--- src/rtl/cpu_defs.sv ---
// Shared CPU definitions: TLB op bit positions and the TLB op sequencer state type.
package cpu_defs;

  localparam int unsigned TLBOP_TLBP  = 0;
  localparam int unsigned TLBOP_TLBR  = 1;
  localparam int unsigned TLBOP_TLBWI = 2;
  localparam int unsigned TLBOP_TLBWR = 3;

  typedef logic [1:0] tlb_op_state_t;

  localparam tlb_op_state_t StIdle   = 2'd0;
  localparam tlb_op_state_t StWait   = 2'd1;
  localparam tlb_op_state_t StCommit = 2'd2;
  localparam tlb_op_state_t StFlush  = 2'd3;

  function automatic logic is_onehot4(input logic [3:0] v);
    return (v != 4'd0) && ((v & (v - 4'd1)) == 4'd0);
  endfunction

endpackage

--- src/rtl/tlb_rand_idx.sv ---
// Free-running wrapping down-counter supplying the TLBWR random index.
module tlb_rand_idx #(
  parameter int unsigned Entries = 16,
  parameter int unsigned IdxW    = $clog2(Entries)
) (
  input  logic            clk_i,
  input  logic            reset_i,
  output logic [IdxW-1:0] idx_o
);

  localparam logic [IdxW-1:0] MaxIdx = IdxW'(Entries - 1);

  logic [IdxW-1:0] idx_q, idx_d;

  always_comb begin
    idx_d = idx_q - 1'b1;
    if (idx_q == '0) idx_d = MaxIdx;
  end

  always_ff @(posedge clk_i) begin
    if (reset_i) idx_q <= MaxIdx;
    else         idx_q <= idx_d;
  end

  assign idx_o = idx_q;

endmodule

--- src/rtl/tlb_op_ctrl.sv ---
// TLB management op sequencer between WB and CP0: stall, wait out TLB latency, commit, refetch.
// Optional TLBWR support is enabled by defining TLB_OP_CTRL_TLBWR_EN.
module tlb_op_ctrl
  import cpu_defs::*;
#(
  parameter int unsigned TLB_LAT     = 1,
  parameter int unsigned TLB_ENTRIES = 16
) (
  input  logic                           clk_i,
  input  logic                           reset_i,
  input  logic                           req_valid_i,
  input  logic [3:0]                     req_op_i,
  input  logic [31:0]                    req_pc_i,
  output logic                           req_ready_o,
  output logic                           stall_o,
  output logic [2:0]                     c0_tlb_op_o,
  output logic                           wr_idx_ovr_o,
  output logic [$clog2(TLB_ENTRIES)-1:0] wr_idx_o,
  output logic                           flush_o,
  output logic [31:0]                    flush_pc_o
);

  localparam int unsigned IdxW  = $clog2(TLB_ENTRIES);
  localparam logic [2:0]  LatM1 = 3'(TLB_LAT - 1);

`ifdef TLB_OP_CTRL_TLBWR_EN
  localparam logic WrEn = 1'b1;
`else
  localparam logic WrEn = 1'b0;
`endif

  tlb_op_state_t state_q, state_d;
  logic [2:0]    cnt_q, cnt_d;
  logic [3:0]    op_q, op_d;
  logic [31:0]   pc_q, pc_d;
  logic          idle;
  logic          accept;
  logic          op_ok;
  logic          op_lookup;

  assign idle      = (state_q == StIdle);
  assign accept    = idle && req_valid_i;
  assign op_ok     = is_onehot4(req_op_i) && (WrEn || !req_op_i[TLBOP_TLBWR]);
  assign op_lookup = req_op_i[TLBOP_TLBP] || req_op_i[TLBOP_TLBR];

  always_comb begin
    state_d = state_q;
    cnt_d   = cnt_q;
    op_d    = op_q;
    pc_d    = pc_q;
    unique case (state_q)
      StIdle: begin
        if (accept) begin
          op_d = req_op_i;
          pc_d = req_pc_i;
          if (!op_ok) begin
            state_d = StFlush;
          end else if (op_lookup) begin
            state_d = StWait;
            cnt_d   = LatM1;
          end else begin
            state_d = StCommit;
          end
        end
      end
      StWait: begin
        if (cnt_q == 3'd0) state_d = StCommit;
        else               cnt_d   = cnt_q - 3'd1;
      end
      StCommit: state_d = StFlush;
      StFlush:  state_d = StIdle;
      default:  state_d = StIdle;
    endcase
  end

  always_ff @(posedge clk_i) begin
    if (reset_i) begin
      state_q <= StIdle;
      cnt_q   <= 3'd0;
      op_q    <= 4'd0;
      pc_q    <= 32'd0;
    end else begin
      state_q <= state_d;
      cnt_q   <= cnt_d;
      op_q    <= op_d;
      pc_q    <= pc_d;
    end
  end

`ifdef TLB_OP_CTRL_TLBWR_EN
  logic [IdxW-1:0] rand_idx;
  logic [IdxW-1:0] idx_q, idx_d;

  tlb_rand_idx #(
    .Entries (TLB_ENTRIES),
    .IdxW    (IdxW)
  ) u_rand_idx (
    .clk_i   (clk_i),
    .reset_i (reset_i),
    .idx_o   (rand_idx)
  );

  always_comb begin
    idx_d = idx_q;
    if (accept && req_op_i[TLBOP_TLBWR]) idx_d = rand_idx;
  end

  always_ff @(posedge clk_i) begin
    if (reset_i) idx_q <= '0;
    else         idx_q <= idx_d;
  end

  assign wr_idx_ovr_o = (state_q == StCommit) && op_q[TLBOP_TLBWR];
  assign wr_idx_o     = wr_idx_ovr_o ? idx_q : '0;
`else
  assign wr_idx_ovr_o = 1'b0;
  assign wr_idx_o     = '0;
`endif

  always_comb begin
    c0_tlb_op_o = 3'b000;
    // TLBWR commits to CP0 as a TLBWI with the index overridden.
    if (state_q == StCommit) begin
      c0_tlb_op_o = op_q[2:0] | {op_q[TLBOP_TLBWR], 2'b00};
    end
  end

  assign req_ready_o = idle;
  assign stall_o     = !idle || req_valid_i;
  assign flush_o     = (state_q == StFlush);
  assign flush_pc_o  = flush_o ? (pc_q + 32'd4) : 32'd0;

endmodule

--- config.mk ---
export PLATFORM = sky130hd
export DESIGN_NAME = tlb_op_ctrl
export DESIGN_NICKNAME = d
export VERILOG_FILES = /design/src/rtl/cpu_defs.sv /design/src/rtl/tlb_rand_idx.sv /design/src/rtl/tlb_op_ctrl.sv
export SDC_FILE = /design/constraint.sdc
export NUM_CORES = 1
export LEC_CHECK = 0
export ABC_CLOCK_PERIOD_IN_PS = 4450
export BUFFER_PORTS_ARGS = -buffer_cell sky130_fd_sc_hd__clkbuf_2
export CAP_MARGIN = 0
export CORE_UTILIZATION = 50
export DETAILED_ROUTE_END_ITERATION = 10
export PLACE_DENSITY = 0.81
export SYNTH_ARGS = -nofsm -noshare
export SYNTH_HDL_FRONTEND = slang
export SYNTH_HIERARCHICAL = 1
export SYNTH_SLANG_ARGS = --single-unit
--- constraint.sdc ---
create_clock -name clk_i -period 4.45 [get_ports clk_i]
set_input_delay 0.6675 -clock clk_i [delete_from_list [all_inputs] [get_ports clk_i]]
set_output_delay 0.6675 -clock clk_i [all_outputs]
set_load 0.02 [all_outputs]
* Word level (Yosys, flattened, before mapping)
Index checks and enable logic that the tools add are counted.
Operators by class: add/subtract/negate cells 3, bitwise gates (word level) 2, equality and inequality tests 8, reduce and logical (&&, ||, !) cells 15, multiplexer cells 12
Operators by type and width (count):
- adder 32 x 3 -> 32 bit (second input constant) | 1
- two-way mux 32 bit | 1
- two-way mux 3 bit | 5
- two-way mux 2 bit | 4
- case mux 2 bit (4 select lines) | 1
- inequality test 2 x 1 -> 1 bit (second input constant) | 3
- case mux 3 bit (2 select lines) | 1
- AND reduction 5 bit | 1
- bitwise AND 4 bit | 1
- == test 2 bit (second input constant) | 2
- zero test 4 bit | 1
- inequality test 2 bit (second input constant) | 2
- AND reduction 2 bit | 2
- nonzero test 4 bit | 1
- subtractor 4 x 1 -> 4 bit (second input constant) | 1
- logical AND 1 bit | 3
- zero test 3 bit | 1
- bitwise OR 3 bit | 1
- subtractor 3 x 1 -> 3 bit (second input constant) | 1
- == test 2 x 1 -> 1 bit (second input constant) | 1
- zero test 1 bit | 2
- zero test 2 bit | 1
- logical OR 1 bit | 2
- nonzero test 2 bit | 1
Storage, ports and cells: flip-flop bits (word level) 41, word-level logic and storage cells 44, output and inout port bits 43

* Logic depth before layout (Yosys ltp)
Gate-level depths: netlist of the first run.
depth in word-level cells 8, depth in mapped cells 8, depth with buffers taken out 6

* Least setup slack after synthesis of the first run
Ideal clock, no wire load.
path kind reg-to-output, start point reg pc_q[4], end point out flush_pc_o[31], stages on the path, launching flop included 6, path buffers 1, slack 1.689 ns, required time 3.783 ns, arrival 2.093 ns, cell sequence dfxtp_1 > nand3_2 > or4_1 > buf_2 > or4_1 > a21oi_1
Between the ends: longest elaborated chain between the ends 2
Ends and longest elaborated chain:
- start: declaration | RTL line tlb_op_ctrl.sv:35 | logic [31:0] pc_q, pc_d;
- start signal: assignment | RTL line tlb_op_ctrl.sv:86 | pc_q <= pc_d;
- adder 32 x 3 -> 32 bit | RTL line tlb_op_ctrl.sv:131 | assign flush_pc_o = flush_o ? (pc_q + 32'd4) : 32'd0;
- two-way mux 32 bit | RTL line tlb_op_ctrl.sv:131
- end: declaration | RTL line tlb_op_ctrl.sv:20 | output logic [31:0] flush_pc_o
Every way passes these cells.

* Final worst setup path of the first run
Ends and elaborated chain as after synthesis.

==> qor.csv, run 1 <==
stage;metric;value;unit
synthesis;synth-seq-area-share;33.0;%
min_path;hold_class;reg -> reg;
placed_design;buffer_ports.inserted;76;
finish;seq_area;821;um2
sta;setup_total_negative_slack;0;ns
route;drt_pass1_iterations;4;
critical_path;timing.rr.start;state_q[0]$_SDFFE_PP0P_;
synthesis;synthesis.instances;342;
floorplanning;dieArea;5260;um2
critical_path;worst_path_max_delay_cell;or4_1;
synthesis;synth_top_cell_by_area;dfxtp_1;
finish;syn_to_final_growth;20.5;%
global_route;grt_first_pass_wirelength;10.2;mm
job;cap_viol_max_count;0;
synthesis;async_reset_ff_share;0;%
power;leakagePower;1.17;nW
clock_tree;cts.sinks;41;
sta;timing.max_slew.rel_slack;22.5;%
power;clock_power_share;25.7;%
power;netSwitchingPower;0.000527;W
global_route;grt_antenna_before_repair;0;
critical_path;setup.worst_path.class;reg -> out;
critical_path;critical_path.max_stage_delay;0.70;ns
floorplanning;pin_count;82;
finish;area_used_by_multi_input_combinational_logic;1530;um2
critical_path;crit_family;simple AND/OR/NAND/NOR gates;
synthesis;edff_count_synth;0;
critical_path;timing.rr.end;pc_q[5]$_SDFFE_PP0P_;
clock_tree;ctsHtreeMaxLevel;2;
synthesis;ys_top_cells_by_count;84 x nand2_1, 46 x a21oi_1, 41 x dfxtp_1;
finish;ratio_of_cells_with_drive_above_1_in_the_final_layout;22.4;%
synthesis;yosys.area_share.adder;3.52;%
synthesis;synth_top_cell_area_share;33.0;%
critical_path;internal_reg_to_reg_setup_slack;2.39;ns
clock_tree;cts_tree;done;
sta;finalCritPeriodShare;72.5;%
critical_path;crit_path_cell_trace;nand3_2 -> or4_1 -> or4_1 -> a21oi_1 -> clkbuf_2;
floorplanning;initial_utilization;52.3;%
synthesis;synth.mux.area_fraction;2.01;%
critical_path;r2r.worst_path.cells;5;
run_status;outcome;finished clean;
route;detail_route.vias_per_cell;5.36;
sta;final-setup-viol-count;0;
clock_tree;worst_skew_pair.late_latency;0.30;ns
route;wl;6.03;mm
route;avgRoutedWirePerCell;12.7;um
clock_tree;ctsRootBufferMaster;clkbuf_8;
sta;fin_worst_skew;0.00702;ns
route;remaining_drc_errors;0;
power;sw_frac_of_total;38.3;%
min_path;worst_hold_path.num_cells;2;
synthesis;synth_most_common_cell;nand2_1;
clock_tree;clkSlewWorstSetupHoldPaths;0.08;ns
finish;design.final.nets;452;
clock_tree;postCtsSetupRepairBufs;0;
global_route;maximum_number_of_pins_on_one_net_before_global_route_repair;40;
sta;min_period;3.22;ns
synthesis;synth_xor_area_share;4.93;%
critical_path;worstPathBufferInverterCount;1;
global_route;global_route.overflow_total;0;
critical_path;critical-path-top-cell-by-count;or4_1;
route;final_antenna_net_count;0;
synthesis;synth-seq-cells;41;
critical_path;critPathRequiredTime;3.78;ns
synthesis;netlist_top_cells_area;dfxtp_1 33%, nand2_1 13%, a21oi_1 9.3%, ha_1 3.5%, nor2_1 2.9%;
power;vdd.ir_drop.worst;436;uV
placed_design;dp.final_hpwl;4.31;mm
power;p_per_area;458;nW/um2
critical_path;worstPathArrival;2.56;ns
synthesis;synth.yosys.warnings;6;
finish;final_cell_count_no_fill;474;
critical_path;setup.worst_path.start_class;flop;
synthesis;postSynth.topFlopCell;dfxtp_1;
sta;timing_worst_slew_pin_value;1.16;ns
synthesis;synth_area_per_cell;7.27;um2
synthesis;post_synth_num_cell_types;40;
finish;diodes;0;
placed_design;numPlacedInstances;466;
critical_path;timing.critical_path.to_type;primary output;
power;internal-power;0.000847;W
power;seq_power_share;38.2;%
floorplanning;fp.dieW;72.5;um
sta;final_max_slew_viol_count;0;
route;iter_0_drt_violations;141;
global_route;globalRouteTotalUtil;24.6;%
clock_tree;cts_resized;0;
min_path;hold_path_startpoint;op_q[0]$_SDFFE_PP0P_;
min_path;min_to;op_q[0]$_SDFFE_PP0P_;
floorplanning;die_y;72.5;um
floorplanning;core-area;4750;um2
global_route;grt_pass1_vias;2308;
sta;rsz0062_at_grt;false;
power;total_power;0.00137;W
finish;nFillCells;462;
synthesis;main_combinational_cell_family_by_area_after_synthesis;simple AND/OR/NAND/NOR gates;
clock_tree;cts_inserted_buffers;5;
sta;timing.final.hold_violations;0;
floorplanning;num_rows;25;
synthesis;fraction_of_the_mapped_netlist_area_in_simple_logic_gates;32.4;%
synthesis;synth_compound_gate_area_share;17.8;%
clock_tree;cts-root-to-sink-buffers;2;
synthesis;synth.cell_area;2490;um2
sta;fmax;310;MHz
route;via_count;2543;
placed_design;routabilityCongestion;0.855;
critical_path;critical_path.max_fanout;8;
power;combPwrFrac;36.0;%
clock_tree;holdBufCountCts;0;
[cell type report]
| cell class | instances | area share [%] |
|---|---|---|
| Inverter | 12 | 1.50 |
| Clock inverter | 3 | 2.17 |
| Multi-Input combinational cell | 269 | 50.9 |
| Sequential cell | 41 | 27.4 |
| Timing Repair Buffer | 77 | 12.9 |
| Tap cell | 67 | 2.80 |
| Clock buffer | 5 | 2.30 |
[worst reg2reg max path, delay by kind of cell, from the launching register on]
family                   cells  cell delay (ns)
adder cells (fa/ha/maj)      1             0.30
flip-flops                   1             0.38
buffers and inverters        1             0.08
AND/OR/NAND/NOR              2             1.05
AO/OA/AOI/OAI                1             0.17
[through the flow]
| step | utilization, % | setup slack (ns) | area, um2 | hold WS, ns |
|---|---|---|---|---|
| finish | 63.0 | 1.23 | 3000 | 0.461 |
| global route | 63.0 | 1.04 | 3000 | 0.488 |
| CTS | 63.0 | 1.23 | 3000 | 0.458 |
| detailed placement | 60.2 | 1.57 | 2860 | 0.446 |
| global placement | 60.2 | 1.64 | 2860 | 0.437 |
| floorplan | - | 1.69 | 2500 | 0.432 |
[layout by cell type, fill, tap and decap left out, types with 6 or more instances in the layout]
| cell type | instances |
|---|---|
| nand2_1 | 84 |
| o21ai_0 | 6 |
| xor2_1 | 7 |
| dfxtp_1 | 41 |
| and2_1 | 7 |
| nand2b_1 | 8 |
| nor2_1 | 19 |
| a21oi_1 | 46 |
| inv_1 | 12 |
| nand4_1 | 6 |
| xnor2_1 | 7 |
| nand3_1 | 10 |
| ha_1 | 7 |
| clkbuf_2 | 76 |
| or4_1 | 6 |
[worst max path at each step]
stage	slack [ns]	startpoint	to	depth (start not counted)
finish	1.23	pc_q[4]$_SDFFE_PP0P_	flush_pc_o[31]	5
global placement	1.64	pc_q[4]$_SDFFE_PP0P_	flush_pc_o[31]	5
global route	1.04	pc_q[4]$_SDFFE_PP0P_	flush_pc_o[31]	5
floorplan	1.69	pc_q[4]$_SDFFE_PP0P_	flush_pc_o[31]	5
detailed placement	1.57	pc_q[4]$_SDFFE_PP0P_	flush_pc_o[31]	5
CTS	1.23	pc_q[4]$_SDFFE_PP0P_	flush_pc_o[31]	5
[cell families after synthesis]
group,count (synthesis)
fa+ha+maj,7
compound gates,74
mux,5
xor+xnor,14
buf+inv,36
simple gates,164
other cells,1
flops,41
[routing by layer]
metal	vias to the layer above	share of wire, %	global-route usage (%)
li1	1311	-	-
met1	1143	47	32.6
met2	82	46	40.7
met3	7	5.4	3.61
met4	0	1.5	9.15
met5	-	0	0
[state kept, by name (all words and copies together) (netlist names)]
register / cells
cnt_q: 3
op_q: 4
pc_q: 32
state_q: 2
[power by group through the flow]
stage / registers [W] / clock network [W] / logic, W
3_5_place_dp: 0.000532 / 0 / 0.000494
5_1_grt: 0.000539 / 0.000374 / 0.000567
3_3_place_gp: 0.000527 / 0 / 0.000486
6_report: 0.000525 / 0.000354 / 0.000495
4_1_cts: 0.000524 / 0.000361 / 0.000497
2_1_floorplan: 0.000510 / 0 / 0.000396
(Power assumes the default switching activity.)
==> inputs of run 2 (changes only) <==
--- a/config.mk
+++ b/config.mk
@@ -5,12 +5,13 @@
 export SDC_FILE = /design/constraint.sdc
 export NUM_CORES = 1
 export LEC_CHECK = 0
-export ABC_CLOCK_PERIOD_IN_PS = 4450
+export ABC_AREA = 1
+export ABC_CLOCK_PERIOD_IN_PS = 2950
 export BUFFER_PORTS_ARGS = -buffer_cell sky130_fd_sc_hd__clkbuf_2
 export CAP_MARGIN = 0
-export CORE_UTILIZATION = 50
+export CORE_UTILIZATION = 47
 export DETAILED_ROUTE_END_ITERATION = 10
-export PLACE_DENSITY = 0.81
+export PLACE_DENSITY = 0.79
 export SYNTH_ARGS = -nofsm -noshare
 export SYNTH_HDL_FRONTEND = slang
 export SYNTH_HIERARCHICAL = 1
==> constraint.sdc (replaced) <==
create_clock -name clk_i -period 2.95 [get_ports clk_i]
set_input_delay 0.4425 -clock clk_i [delete_from_list [all_inputs] [get_ports clk_i]]
set_output_delay 0.4425 -clock clk_i [all_outputs]
set_load 0.02 [all_outputs]
==> qor.csv, run 2 <==
stage;metric;value;unit;change
finish;nFillCells;569;;was 462
clock_tree;worst_skew_pair.late_latency;0.29;ns;was 0.30 ns
synthesis;synth_area_per_cell;5.98;um2;was 7.27 um2
synthesis;ys_top_cells_by_count;107 x nand2_1, 104 x nor2_1, 45 x o21ai_0;;was 84 x nand2_1, 46 x a21oi_1, 41 x dfxtp_1
clock_tree;holdBufCountCts;0;;unchanged
sta;rsz0062_at_grt;false;;unchanged
global_route;globalRouteTotalUtil;25.2;%;was 24.6%
power;clock_power_share;20.0;%;was 25.7%
floorplanning;dieArea;5940;um2;was 5260 um2
finish;diodes;0;;unchanged
floorplanning;num_rows;26;;was 25
synthesis;postSynth.topFlopCell;dfxtp_1;;unchanged
run_status;outcome;finished clean;;unchanged
job;cap_viol_max_count;0;;unchanged
placed_design;dp.final_hpwl;5.62;mm;was 4.31 mm
synthesis;synth-seq-cells;41;;unchanged
sta;final-setup-viol-count;0;;unchanged
floorplanning;pin_count;82;;unchanged
floorplanning;initial_utilization;50.3;%;was 52.3%
placed_design;buffer_ports.inserted;76;;unchanged
finish;syn_to_final_growth;19.8;%;was 20.5%
critical_path;setup.worst_path.start_class;flop;;unchanged
global_route;grt_first_pass_wirelength;12.1;mm;was 10.2 mm
route;wl;7.07;mm;was 6.03 mm
clock_tree;ctsRootBufferMaster;clkbuf_8;;unchanged
sta;finalCritPeriodShare;80.4;%;
sta;timing_worst_slew_pin_value;0.901;ns;was 1.16 ns
clock_tree;cts_inserted_buffers;5;;unchanged
finish;mostFrequentLayoutCell;nand2_1;;unchanged
power;combPwrFrac;40.2;%;was 36.0%
critical_path;critical_path.max_fanout;5;;was 8
critical_path;worstPathArrival;1.93;ns;was 2.56 ns
min_path;hold_class;in -> reg;;was reg -> reg
synthesis;netlist_top_cells_area;dfxtp_1 31%, nand2_1 15%, nor2_1 15%, o21ai_0 8.5%, a21oi_1 5.9%;;was dfxtp_1 33%, nand2_1 13%, a21oi_1 9.3%, ha_1 3.5%, nor2_1 2.9%
sta;fmax;422;MHz;
finish;regMostFlops;pc_q;;unchanged
sta;fin_worst_skew;0.00861;ns;was 0.00702 ns
clock_tree;clkSlewWorstSetupHoldPaths;0.08;ns;about the same
finish;design.final.nets;561;;was 452
critical_path;critPathRequiredTime;2.51;ns;was 3.78 ns
power;p_per_area;701;nW/um2;was 458 nW/um2
global_route;maximum_number_of_pins_on_one_net_before_global_route_repair;39;;was 40
route;iter_0_drt_violations;163;;was 141
finish;area_used_by_multi_input_combinational_logic;1600;um2;was 1530 um2
global_route;global_route.overflow_total;0;;unchanged
power;leakagePower;1.34;nW;was 1.17 nW
synthesis;synth.cell_area;2650;um2;was 2490 um2
clock_tree;cts-root-to-sink-buffers;2;;unchanged
finish;postLayoutCoreUtil;60.2;%;was 63.0%
finish;ratio_of_cells_with_drive_above_1_in_the_final_layout;20.3;%;was 22.4%
sta;min_period;2.37;ns;
critical_path;setup.worst_path.class;reg -> out;;unchanged
synthesis;post_synth_num_cell_types;27;;was 40
finish;registers_with_the_most_flip_flops;pc_q: 32 flops, op_q: 4 flops, cnt_q: 3 flops;;unchanged
clock_tree;cts_tree;done;;unchanged
synthesis;synth_top_cell_area_share;31.0;%;was 33.0%
finish;finalInstanceArea;3170;um2;was 3000 um2
sta;timing.final.hold_violations;0;;unchanged
power;internal-power;0.00128;W;was 0.000847 W
power;netSwitchingPower;0.000943;W;was 0.000527 W
synthesis;edff_count_synth;0;;unchanged
power;total_power;0.00222;W;was 0.00137 W
power;vdd.ir_drop.worst;476;uV;was 436 uV
finish;seq_area;821;um2;unchanged
sta;final_max_slew_viol_count;0;;unchanged
clock_tree;ctsHtreeMaxLevel;2;;unchanged
route;drt_pass1_iterations;4;;unchanged
finish;commonest_non_fill_non_tap_cells_in_the_layout;107 x nand2_1, 104 x nor2_1, 76 x clkbuf_2;;was 84 x nand2_1, 76 x clkbuf_2, 46 x a21oi_1
synthesis;synth_top_cell_by_area;dfxtp_1;;unchanged
placed_design;routabilityCongestion;0.894;;was 0.855
clock_tree;cts_resized;0;;unchanged
clock_tree;postCtsSetupRepairBufs;0;;unchanged
route;via_count;2898;;was 2,543
synthesis;synth.yosys.warnings;6;;unchanged
route;avgRoutedWirePerCell;12.1;um;was 12.7 um
critical_path;timing.critical_path.to_type;primary output;;unchanged
finish;final_cell_count_no_fill;586;;was 474
sta;setup_total_negative_slack;0;ns;unchanged
power;sw_frac_of_total;42.4;%;was 38.3%
power;seq_power_share;39.8;%;was 38.2%
synthesis;async_reset_ff_share;0;%;unchanged
floorplanning;core-area;5270;um2;was 4750 um2
floorplanning;die_y;77.1;um;was 72.5 um
synthesis;synth_most_common_cell;nand2_1;;unchanged
global_route;grt_antenna_before_repair;0;;unchanged
clock_tree;cts.sinks;41;;unchanged
sta;timing.max_slew.rel_slack;39.9;%;was 22.5%
placed_design;post_dp_cell_area;3060;um2;was 2860 um2
finish;largest_register_ffs;32;;unchanged
route;detail_route.vias_per_cell;4.95;;was 5.36
global_route;grt_pass1_vias;2858;;was 2,308
synthesis;synthesis.instances;443;;was 342
synthesis;synth-seq-area-share;31.0;%;was 33.0%
route;remaining_drc_errors;0;;unchanged
placed_design;numPlacedInstances;578;;was 466
route;final_antenna_net_count;0;;unchanged
floorplanning;fp.dieW;77.1;um;was 72.5 um
==> run 2: worst paths after layout <==
check        slack [ns]  cells past startpoint                    end                     from
max reg2reg        0.95                      7  pc_q[16]$_SDFFE_PP0P_  state_q[0]$_SDFFE_PP0P_
min                0.34                      2  cnt_q[2]$_SDFFE_PP0P_                  reset_i
max                0.58                      7         flush_pc_o[20]     pc_q[2]$_SDFFE_PP0P_
min reg2reg        0.48                      2  cnt_q[0]$_SDFFE_PP0P_    cnt_q[0]$_SDFFE_PP0P_
==> run 2: critical path, cell delays in order (launching register included) <==
cell and delay, ns:
dfxtp_1 0.41, ha_1 0.26, nand3_1 0.11, nor2_2 0.26
nand4_1 0.19, o21ai_0 0.20, nor2_1 0.06, clkbuf_2 0.15
==> run 2: layout make-up <==
cell class                 instances  share of cell area [%]
multi-input combinational        347                    50.3
tap                               70                    2.76
clock inverter                     2                    1.22
inverter                          41                    4.85
sequential                        41                    25.9
clock buffer                       6                    2.29
timing repair buffer              79                    12.7
==> run 2: logic make-up after synthesis <==
logic type / Yosys count / synth area share (%)
buf+inv: 59 / 9.31
simple gates: 249 / 38.8
compound gates: 79 / 15.1
fa+ha+maj: 7 / 3.31
flops: 41 / 31.0
other cells: 1 / 0.142
xor+xnor: 7 / 2.31
==> run 2: metal layers <==
metal	global-route usage (%)	share of wire [%]
met1	28.7	43
met2	46.3	50
met3	6.67	5.9
met4	6.23	1.1
met5	0	0
==> run 2: per-stage QoR <==
stage / hold WS (ns) / setup slack (ns)
2_1_floorplan: 0.444 / 1.00
3_3_place_gp: 0.458 / 0.958
5_1_grt: 0.327 / 0.427
6_report: 0.344 / 0.579
4_1_cts: 0.332 / 0.570
3_5_place_dp: 0.469 / 0.905
==> run 2: power groups by stage <==
stage | clock network [W] | logic [W] | registers (W)
after floorplan | 0 | 0.000691 | 0.000843
after global placement | 0 | 0.000860 | 0.000890
after detailed placement | 0 | 0.000894 | 0.000893
after CTS | 0.000458 | 0.000897 | 0.000884
after global routing | 0.000489 | 0.00103 | 0.000905
final | 0.000446 | 0.000894 | 0.000885
==> inputs of run 3 (changes only) <==
--- a/config.mk
+++ b/config.mk
@@ -5,11 +5,11 @@
 export SDC_FILE = /design/constraint.sdc
 export NUM_CORES = 1
 export LEC_CHECK = 0
-export ABC_AREA = 1
-export ABC_CLOCK_PERIOD_IN_PS = 2950
+export ABC_AREA = 0
+export ABC_CLOCK_PERIOD_IN_PS = 1960
 export BUFFER_PORTS_ARGS = -buffer_cell sky130_fd_sc_hd__clkbuf_2
 export CAP_MARGIN = 0
-export CORE_UTILIZATION = 47
+export CORE_UTILIZATION = 46
 export DETAILED_ROUTE_END_ITERATION = 10
 export PLACE_DENSITY = 0.79
 export SYNTH_ARGS = -nofsm -noshare
==> constraint.sdc (replaced) <==
create_clock -name clk_i -period 1.96 [get_ports clk_i]
set_input_delay 0.294 -clock clk_i [delete_from_list [all_inputs] [get_ports clk_i]]
set_output_delay 0.294 -clock clk_i [all_outputs]
set_load 0.02 [all_outputs]
==> qor.csv, run 3 (synthesis results as in run 1) <==
stage;metric;value;unit;change
run_status;outcome;finished with violations;;was finished clean
run_status;violations_in_the_final_reports;setup timing;;
finish;commonest_non_fill_non_tap_cells_in_the_layout;83 x nand2_1, 58 x buf_4, 51 x clkbuf_2;;was 107 x nand2_1, 104 x nor2_1, 76 x clkbuf_2
sta;finalCritPeriodShare;125;%;
sta;hold_ws;0.199;ns;was 0.344 ns
global_route;grt_pass1_vias;2647;;was 2,858
finish;regMostFlops;pc_q;;unchanged
floorplanning;pin_count;82;;unchanged
finish;mostFrequentLayoutCell;nand2_1;;unchanged
clock_tree;worst_skew_pair.late_latency;0.30;ns;was 0.29 ns
floorplanning;die_y;75.5;um;was 77.1 um
clock_tree;cts-root-to-sink-buffers;2;;unchanged
power;p_per_area;833;nW/um2;was 701 nW/um2
route;met2WireLength;4.30;mm;was 3.53 mm
global_route;maximum_number_of_pins_on_one_net_before_global_route_repair;30;;was 39
clock_tree;ctsRootBufferMaster;clkbuf_8;;unchanged
critical_path;setup.worst_path.start_class;flop;;unchanged
sta;timing_worst_slew_pin_value;0.510;ns;was 0.901 ns
clock_tree;holdBufCountCts;0;;unchanged
floorplanning;fp.dieW;75.5;um;was 77.1 um
finish;ratio_of_cells_with_drive_above_1_in_the_final_layout;43.7;%;was 20.3%
clock_tree;ctsHtreeMaxLevel;2;;unchanged
finish;design.final.nets;510;;was 561
placed_design;routabilityCongestion;0.833;;was 0.894
critical_path;r2r.worst_path.cells;6;;was 7
route;drt_pass1_iterations;5;;was 4
job;cap_viol_max_count;0;;unchanged
sta;timing.final.hold_violations;0;;unchanged
critical_path;timing.rr.end;state_q[1]$_SDFFE_PP0P_;;was pc_q[16]$_SDFFE_PP0P_
critical_path;worstPathArrival;2.16;ns;was 1.93 ns
power;leakagePower;1.70;nW;was 1.34 nW
critical_path;critical_path.max_fanout;4;;was 5
critical_path;timing.rr.start;state_q[0]$_SDFFE_PP0P_;;unchanged
critical_path;setup.worst_path.class;reg -> out;;unchanged
min_path;worst_hold_path.num_cells;3;;was 2
finish;finalInstanceArea;3960;um2;was 3170 um2
sta;timing.max_slew.rel_slack;65.7;%;was 39.9%
finish;registers_with_the_most_flip_flops;pc_q: 32 flops, op_q: 4 flops, cnt_q: 3 flops;;unchanged
route;iter_0_drt_violations;195;;was 163
route;via_count;3082;;was 2,898
min_path;hold_path_startpoint;req_pc_i[8];;was reset_i
sta;min_period;2.45;ns;
finish;nFillCells;365;;was 569
placed_design;numPlacedInstances;518;;was 578
route;route.met3.wl;510;um;was 416 um
sta;fmax;408;MHz;
placed_design;post_dp_cell_area;3460;um2;was 3060 um2
route;detail_route.vias_per_cell;5.76;;was 4.95
placed_design;dp.final_hpwl;5.27;mm;was 5.62 mm
route;routed.top_layer;met4;;unchanged
floorplanning;num_rows;26;;unchanged
floorplanning;dieArea;5700;um2;was 5940 um2
finish;syn_to_final_growth;59.4;%;was 19.8%
global_route;grt_first_pass_wirelength;11.8;mm;was 12.1 mm
route;avgRoutedWirePerCell;15.7;um;was 12.1 um
clock_tree;cts_tree;done;;unchanged
critical_path;internal_reg_to_reg_setup_slack;0.22;ns;was 0.95 ns
finish;final_cell_count_no_fill;535;;was 586
sta;final_critical_path_setup_slack;-0.494;ns;was 0.579 ns
global_route;globalRouteTotalUtil;27.5;%;was 25.2%
route;wl;8.43;mm;was 7.07 mm
placed_design;buffer_ports.inserted;76;;unchanged
sta;final-setup-viol-count;23;;was 0
route;met1_length;3.30;mm;was 3.04 mm
clock_tree;cts.sinks;41;;unchanged
min_path;hold_class;in -> reg;;unchanged
global_route;global_route.overflow_total;0;;unchanged
power;vdd.ir_drop.worst;680;uV;was 476 uV
clock_tree;clkSlewWorstSetupHoldPaths;0.08;ns;about the same
floorplanning;initial_utilization;48.4;%;was 50.3%
clock_tree;cts_inserted_buffers;5;;unchanged
global_route;grt_antenna_before_repair;0;;unchanged
min_path;min_to;pc_q[8]$_SDFFE_PP0P_;;was cnt_q[2]$_SDFFE_PP0P_
route;final_antenna_net_count;0;;unchanged
critical_path;timing.critical_path.to_type;primary output;;unchanged
critical_path;critPathRequiredTime;1.67;ns;was 2.51 ns
finish;diodes;0;;unchanged
finish;postLayoutCoreUtil;77.1;%;was 60.2%
sta;fin_worst_skew;0.0100;ns;was 0.00861 ns
route;remaining_drc_errors;0;;unchanged
finish;largest_register_ffs;32;;unchanged
sta;rsz0062_at_grt;true;;was false
floorplanning;core-area;5140;um2;was 5270 um2
sta;final_max_slew_viol_count;0;;unchanged
-- run 3: changes by cell type in the layout (fill, tap and decap cells not counted), moves of 8 or more --
cell      before  now
buf_4          3   58
buf_6          0   13
buf_8          0    8
clkbuf_2      76   51
dfxtp_1       41   27
dfxtp_4        0    8
inv_1         37   12
nand2_1      107   83
nand2b_1       0    8
nor2_1       104   18
o21ai_0       45    6
-- run 3: worst max-delay path by stage --
stage / startpoint / end / slack, ns / cells after the start
detailed placement: pc_q[14]$_SDFFE_PP0P_ / flush_pc_o[27] / -0.28 / 5
finish: pc_q[2]$_SDFFE_PP0P_ / flush_pc_o[22] / -0.49 / 6
CTS: pc_q[3]$_SDFFE_PP0P_ / flush_pc_o[20] / -0.46 / 6
floorplan: pc_q[3]$_SDFFE_PP0P_ / flush_pc_o[28] / -0.10 / 6
global placement: pc_q[2]$_SDFFE_PP0P_ / flush_pc_o[30] / -0.15 / 6
global route: pc_q[2]$_SDFFE_PP0P_ / flush_pc_o[30] / -0.56 / 6
-- run 3: stage by stage --
stage,power [W],setup slack (ns),TNS [ns]
final,0.00330,-0.494,-6.39
after global placement,0.00256,-0.152,-1.49
after detailed placement,0.00263,-0.283,-2.07
after floorplan,0.00212,-0.102,-0.768
after global routing,0.00353,-0.561,-7.97
after CTS,0.00322,-0.464,-5.63
-- run 3: layout make-up --
| class | count | area [um2] | area share, % |
|---|---|---|---|
| Clock inverter | 3 | 17.5 | 0.442 |
| Multi-Input combinational cell | 269 | 1880 | 47.5 |
| Inverter | 12 | 45.0 | 1.14 |
| Sequential cell | 41 | 858 | 21.7 |
| Tap cell | 70 | 87.6 | 2.21 |
| Clock buffer | 5 | 68.8 | 1.74 |
| Timing Repair Buffer | 135 | 1000 | 25.3 |
-- run 3: power breakdown --
part / leakage, nW / switching, W / internal [W]
Clock: 0.0439 / 0.000320 / 0.000246
Sequential: 0.344 / 0.000144 / 0.00102
Combinational: 1.31 / 0.000951 / 0.000622
Total: 1.70 / 0.00141 / 0.00189
-- run 3: repair_timing --
item | in CTS | in global routing
endpoints found under the setup margin | 24 | 26
cloned | 0 | 0
pin swaps | 21 | 15
hold endpoints to repair | 0 | 0
gates resized for setup | 56 | 49
setup buffers | 6 | 5
-- run 3: layer usage --
| layer | track usage [%] | vias to the layer above |
|---|---|---|
| li1 | - | 1426 |
| met1 | 32.0 | 1470 |
| met2 | 49.3 | 150 |
| met3 | 5.29 | 36 |
| met4 | 11.7 | 0 |
| met5 | 0 | - |
-- run 3: worst max-delay path, cell delays in order, from the launching register on --
cell     delay, ns
dfxtp_4       0.38
ha_4          0.13
nand4_1       0.16
or3_4         0.41
or4_4         0.51
a21oi_4       0.15
buf_8         0.12
